`src/rtl/port_mux_ctrl.sv`:
```
// Port A pin-function controller: key-protected FUNC register with drain-gapped switching.
// Bus is zero-wait except a FUNC write during a switch (ready low); pad outputs lag inputs one clock.
module port_mux_ctrl #(
  parameter int          CHIP_PORT_A_WIDTH = 16,
  parameter int          UART_TX_PIN       = 0,
  parameter int          UART_RX_PIN       = 1,
  parameter int          SWITCH_GAP        = 4,
  parameter logic [31:0] UNLOCK_KEY        = 32'hA5C3_0F1E,
  parameter int          UNLOCK_TIMEOUT    = 64
) (
  input  logic                         clk_in,
  input  logic                         rst_in,
  input  logic                         pmux_sel,
  input  logic                         pmux_write,
  input  logic [3:0]                   pmux_addr,
  input  logic [31:0]                  pmux_wdata,
  output logic [31:0]                  pmux_rdata,
  output logic                         pmux_ready,
  input  logic [CHIP_PORT_A_WIDTH-1:0] gpio_pad_out,
  output logic [CHIP_PORT_A_WIDTH-1:0] pad_gpio_in,
  input  logic                         uart_pad_tx,
  output logic                         pad_uart_rx,
  input  logic [CHIP_PORT_A_WIDTH-1:0] pad_pmux_din,
  output logic [CHIP_PORT_A_WIDTH-1:0] pmux_pad_dout,
  output logic [CHIP_PORT_A_WIDTH-1:0] pmux_pad_oe,
  output logic [CHIP_PORT_A_WIDTH-1:0] pmux_pad_ie
);
  localparam int W  = CHIP_PORT_A_WIDTH;
  localparam int GW = (SWITCH_GAP > 1) ? $clog2(SWITCH_GAP) : 1;
  localparam int TW = $clog2(UNLOCK_TIMEOUT + 1);

  typedef enum logic {LOCKED, UNLOCKED} lock_state_t;
  typedef enum logic [1:0] {IDLE, DRAIN, APPLY} sw_state_t;

  lock_state_t   lock_state;
  sw_state_t     sw_state;
  logic [TW-1:0] lock_cnt;
  logic [GW-1:0] gap_cnt;
  logic [W-1:0]  func_act;
  logic [W-1:0]  func_pend;
  logic [W-1:0]  gpio_oe;
  logic          key_err;
  logic          lock_err;

  logic [1:0]    reg_idx;
  logic          busy;
  logic          unlocked;
  logic          func_req;
  logic          func_wr;
  logic          func_ok;
  logic          oe_wr;
  logic          key_wr;
  logic          key_ok;
  logic          status_rd;
  logic          unused_bits;

  assign reg_idx     = pmux_addr[3:2];
  assign busy        = (sw_state != IDLE);
  assign unlocked    = (lock_state == UNLOCKED);
  assign func_req    = pmux_sel & pmux_write & (reg_idx == 2'd0);
  assign func_wr     = func_req & ~busy;
  assign func_ok     = func_wr & unlocked;
  assign oe_wr       = pmux_sel & pmux_write & (reg_idx == 2'd1);
  assign key_wr      = pmux_sel & pmux_write & (reg_idx == 2'd2);
  assign key_ok      = key_wr & (pmux_wdata == UNLOCK_KEY);
  assign status_rd   = pmux_sel & ~pmux_write & (reg_idx == 2'd3);
  assign pmux_ready  = ~(func_req & busy);
  assign unused_bits = ^{pmux_addr[1:0], pmux_wdata};

  always_comb begin
    pmux_rdata = '0;
    if (pmux_sel && !pmux_write) begin
      case (reg_idx)
        2'd0:    pmux_rdata[W-1:0] = func_act;
        2'd1:    pmux_rdata[W-1:0] = gpio_oe;
        2'd3:    pmux_rdata[3:0]   = {lock_err, key_err, busy, unlocked};
        default: pmux_rdata        = '0;
      endcase
    end
  end

  // Any FUNC write that gets through, a bad key, or expiry closes the window.
  always_ff @(posedge clk_in) begin
    if (rst_in) begin
      lock_state <= LOCKED;
      lock_cnt   <= '0;
    end else begin
      case (lock_state)
        LOCKED: begin
          if (key_ok) begin
            lock_state <= UNLOCKED;
            lock_cnt   <= TW'(UNLOCK_TIMEOUT);
          end
        end
        UNLOCKED: begin
          if (func_wr || (key_wr && !key_ok) || (!key_wr && lock_cnt <= TW'(1))) begin
            lock_state <= LOCKED;
            lock_cnt   <= '0;
          end else if (key_ok) begin
            lock_cnt   <= TW'(UNLOCK_TIMEOUT);
          end else begin
            lock_cnt   <= lock_cnt - TW'(1);
          end
        end
      endcase
    end
  end

  // Sticky errors; a new error in the same cycle as a STATUS read survives it.
  always_ff @(posedge clk_in) begin
    if (rst_in) begin
      key_err  <= 1'b0;
      lock_err <= 1'b0;
    end else begin
      if (key_wr && !key_ok)     key_err <= 1'b1;
      else if (status_rd)        key_err <= 1'b0;
      if (func_wr && !unlocked)  lock_err <= 1'b1;
      else if (status_rd)        lock_err <= 1'b0;
    end
  end

  always_ff @(posedge clk_in) begin
    if (rst_in) begin
      sw_state  <= IDLE;
      gap_cnt   <= '0;
      func_pend <= '0;
      func_act  <= '0;
      gpio_oe   <= '0;
    end else begin
      if (oe_wr) gpio_oe <= pmux_wdata[W-1:0];
      case (sw_state)
        IDLE: begin
          if (func_ok && (pmux_wdata[W-1:0] != func_act)) begin
            func_pend <= pmux_wdata[W-1:0];
            gap_cnt   <= GW'(SWITCH_GAP - 1);
            sw_state  <= DRAIN;
          end
        end
        DRAIN: begin
          if (gap_cnt == '0) sw_state <= APPLY;
          else               gap_cnt  <= gap_cnt - GW'(1);
        end
        APPLY: begin
          func_act <= func_pend;
          sw_state <= IDLE;
        end
        default: sw_state <= IDLE;
      endcase
    end
  end

  // Pins whose owner is changing stay fully released until the new mapping is active.
  logic [W-1:0] gate;
  logic [W-1:0] nx_dout;
  logic [W-1:0] nx_oe;
  logic [W-1:0] nx_ie;
  logic         nx_rx;

  assign gate  = busy ? (func_pend ^ func_act) : '0;
  assign nx_rx = (func_act[UART_RX_PIN] && !gate[UART_RX_PIN]) ? pad_pmux_din[UART_RX_PIN] : 1'b1;

  always_comb begin
    nx_dout = '0;
    nx_oe   = '0;
    nx_ie   = '0;
    for (int i = 0; i < W; i++) begin
      if (!gate[i]) begin
        if (!func_act[i]) begin
          nx_dout[i] = gpio_pad_out[i];
          nx_oe[i]   = gpio_oe[i];
          nx_ie[i]   = 1'b1;
        end else if (i == UART_TX_PIN) begin
          nx_dout[i] = uart_pad_tx;
          nx_oe[i]   = 1'b1;
        end else if (i == UART_RX_PIN) begin
          nx_ie[i]   = 1'b1;
        end
      end
    end
  end

  always_ff @(posedge clk_in) begin
    if (rst_in) begin
      pmux_pad_dout <= '0;
      pmux_pad_oe   <= '0;
      pmux_pad_ie   <= '1;
      pad_gpio_in   <= '0;
      pad_uart_rx   <= 1'b1;
    end else begin
      pmux_pad_dout <= nx_dout;
      pmux_pad_oe   <= nx_oe;
      pmux_pad_ie   <= nx_ie;
      pad_gpio_in   <= pad_pmux_din & nx_ie;
      pad_uart_rx   <= nx_rx;
    end
  end

endmodule

```
`config.mk`:
```
export PLATFORM = sky130hd
export DESIGN_NAME = port_mux_ctrl
export DESIGN_NICKNAME = d
export VERILOG_FILES = /design/src/rtl/port_mux_ctrl.sv
export SDC_FILE = /design/constraint.sdc
export NUM_CORES = 1
export LEC_CHECK = 0
export CAP_MARGIN = 20
export CORE_ASPECT_RATIO = 0.6
export CORE_MARGIN = 4
export CORE_UTILIZATION = 57
export CTS_BUF_LIST = sky130_fd_sc_hd__clkbuf_4 sky130_fd_sc_hd__clkbuf_8 sky130_fd_sc_hd__clkbuf_16
export CTS_CLUSTER_SIZE = 8
export DETAILED_ROUTE_END_ITERATION = 10
export DONT_BUFFER_PORTS = 1
export PLACE_DENSITY_LB_ADDON = 0.1
export SYNTH_ARGS = -nofsm -noshare
export SYNTH_HDL_FRONTEND = slang
export SYNTH_SLANG_ARGS = --single-unit
```
`constraint.sdc`:
```
create_clock -name clk_in -period 2 [get_ports clk_in]
set_input_delay 0.4 -clock clk_in [delete_from_list [all_inputs] [get_ports clk_in]]
set_output_delay 0.4 -clock clk_in [all_outputs]
set_load 0.01 [all_outputs]
```
==> flow_metrics.env <==
export IMPL_rsz0062_at_grt="false"
export IMPL_worstMarginPinSlew_ns=0.546
export IMPL_fin_nets=645
export IMPL_ys_seq_area_share_pct=48.8
export IMPL_layout_commonest_cell="dfxtp_1"
export IMPL_ios=171
export IMPL_initial_utilization_pct=59.9
export IMPL_numCtsBuffers=17
export IMPL_cts_resized=0
export IMPL_rows=26
export IMPL_clkPwrFrac_pct=54.1
export IMPL_overflow=0
export IMPL_post_route_min_period_ns=1.85
export IMPL_p_seq_share_pct=43.5
export IMPL_r2r_start="func_act[7]"
export IMPL_p_int_uw=4860
export IMPL_root_buffer="clkbuf_16"
export IMPL_postSynthCellCount=563
export IMPL_gp_congestion=0.775
export IMPL_syn_to_final_growth_pct=14.1
export IMPL_grt_usage_pct=22.4
export IMPL_viasPerCell=5.45
export IMPL_final_antenna_net_count=0
export IMPL_grt_pass1_vias=3496
export IMPL_setup_viol=0
export IMPL_grt_max_degree=114
export IMPL_setup_tns_ns=0
export IMPL_p_sw_uw=1170
export IMPL_final_area_sq_um=5940
export IMPL_cap_violations=0
export IMPL_die_y_um=82.0
export IMPL_crit_required_ns=2.29
export IMPL_wl_per_cell_um=17.2
export IMPL_slew_headroom_pct=63.6
export IMPL_synth_top_area_share_pct=48.8
export IMPL_antenna_cells=0
export IMPL_first_pass_iters=4
export IMPL_ys_flop_type="dfxtp_1"
export IMPL_syn_cell_area_sq_um=5200
export IMPL_place_inst=662
export IMPL_antenna_found_initial=0
export IMPL_drc=0
export IMPL_dieArea_sq_um=10800
export IMPL_clockBufferDepth=2
export IMPL_clock_sinks=127
export IMPL_rrSetupSlack_ns=0.15
export IMPL_hold_viol=0
export IMPL_critPathMaxFanout=7
export IMPL_cts_tree="done"
export IMPL_design_core_area_sq_um=8690
export IMPL_path_class="reg -> reg"
export IMPL_period_share_pct=92.6
export IMPL_drt_initial_drc_count=266
export IMPL_place_area_sq_um=5300
export IMPL_clk_pin_slew_worst_paths_ns=0.05
export IMPL_max_freq_mhz=540
export IMPL_drv_slew=0
export IMPL_grt_pass1_wl_um=18500
export IMPL_drive_above_1_share_pct=13.4
export IMPL_cts_hold_buf=0
export IMPL_p_leak_uw=0.00227
export IMPL_clock_skew_ns=0.0139
export IMPL_cts_setup_buffers=0
export IMPL_dp_hpwl_um=8260
export IMPL_vias=3782
export IMPL_peakVddDrop_uv=700
export IMPL_ys_ff_latch=127
export IMPL_synth_yosys_warnings=0
export IMPL_yosysTopAreaCell="dfxtp_1"
export IMPL_p_comb_share_pct=2.4
export IMPL_htreeDepth=4
export IMPL_r2r_cells=6
export IMPL_dieWidth_um=131
export IMPL_final_cells=694
export IMPL_routed_wl_um=11900
export IMPL_start_kind="register"
export IMPL_synth_area_per_cell_sq_um=9.25
export IMPL_post_route_util_pct=68.4
export IMPL_whs_ns=0.0673
export IMPL_ys_types=53
export IMPL_clk_latency_ns=0.41
export IMPL_synth_edf_count=0
export IMPL_r2r_end="func_pend[5]"
export IMPL_synth_area_leaders="dfxtp_1 (49%), a21oi_1 (5.6%), and2_1 (5.4%), mux2i_1 (5.4%), nand2_1 (5.2%)"
export IMPL_p_per_area_nw_per_um2=1020
export IMPL_arrival_ns=2.14
export IMPL_cp_end_kind="register"
export IMPL_setup_worst_path_end="func_pend[5]"
export IMPL_synthArstFlopShare_pct=0
export IMPL_status="finished clean"
export IMPL_hp_class="in -> reg"
export IMPL_cp_startpoint="func_act[7]"
export IMPL_switching_share_pct=19.4
export IMPL_mostFrequentLayoutCells="dfxtp_1 (127), nand2_1 (72), a21oi_1 (58)"
export IMPL_portBuffers=0
[power groups by stage]
stage	clock, uW	combinational, uW	sequential [uW]
global placement	0	142	2670
finish	3260	146	2620
CTS	3310	147	2620
floorplan	0	179	2670
global route	3460	162	2620
detailed placement	0	146	2670
[final cells by class]
cell class | count | area, sq um
inverters | 6 | 22.5
repair buffers | 16 | 120
multi-input cells | 401 | 2470
clock buffers | 22 | 482
clock inverters | 10 | 159
flip-flops and latches | 127 | 2540
fillers | 672 | 2750
well taps | 112 | 140
[cell usage after synthesis, types with 6 or more instances]
cell type  instances
buf_4             18
xor2_1            17
nor2_1            26
clkbuf_1          22
and2_1            45
a21oi_1           58
or2_2             19
inv_1              6
nor2b_1           15
nor4_1             7
nand2b_1          35
dfxtp_1          127
nand2_1           72
mux2i_1           28
[critical path, stage by stage (launching register included)]
cell and delay (ns):
dfxtp_1 0.33, xor2_1 0.16, nor4_1 0.48, nand4_1 0.12, and3_1 0.30, buf_4 0.22
mux2i_1 0.12
[flip-flops by register name (all words and copies together), names as in the netlist]
signal         cells
pmux_pad_oe       16
key_err            1
pad_gpio_in       16
pmux_pad_dout     16
lock_state         1
func_act          16
lock_err           1
lock_cnt           7
pad_uart_rx        1
sw_state           2
gap_cnt            2
gpio_oe           16
func_pend         16
pmux_pad_ie       16
[worst min path at each step]
stage                       start           end  slack (ns)  depth (start not counted)
finish                     rst_in    gpio_oe[9]        0.07                          1
global route               rst_in  func_act[10]        0.04                          1
CTS                        rst_in    gpio_oe[9]        0.05                          1
detailed placement    gpio_oe[13]   gpio_oe[13]        0.45                          2
global placement    func_pend[14]  func_act[14]        0.45                          2
floorplan              gpio_oe[2]    gpio_oe[2]        0.44                          2
[per-layer routing]
| layer | global-route usage [%] | routed length, um |
|---|---|---|
| met1 | 29.7 | 5530 |
| met5 | 0 | 0 |
| met3 | 8.38 | 999 |
| met4 | 8.28 | 63 |
| met2 | 33.8 | 5320 |
[kinds of logic (layout without fill, tap and decap cells)]
group	Yosys count	after routing	synth area share [%]
other cells	1	16	0.0720
buf+inv	50	54	4.93
fa+ha+maj	3	3	0.721
mux	31	31	6.03
simple gates	253	253	27.5
compound gates	80	80	8.89
flops	127	127	48.8
xor+xnor	18	18	3.03
[metrics by stage]
| step | worst slack (ns) | total power, uW |
|---|---|---|
| after global placement | -0.159 | 2820 |
| final | 0.148 | 6030 |
| after CTS | 0.139 | 6080 |
| after detailed placement | -0.169 | 2820 |
| after global routing | 0.0376 | 6240 |
| after floorplan | 0.00100 | 2850 |
No activity file was read; power rests on OpenSTA's default activity.
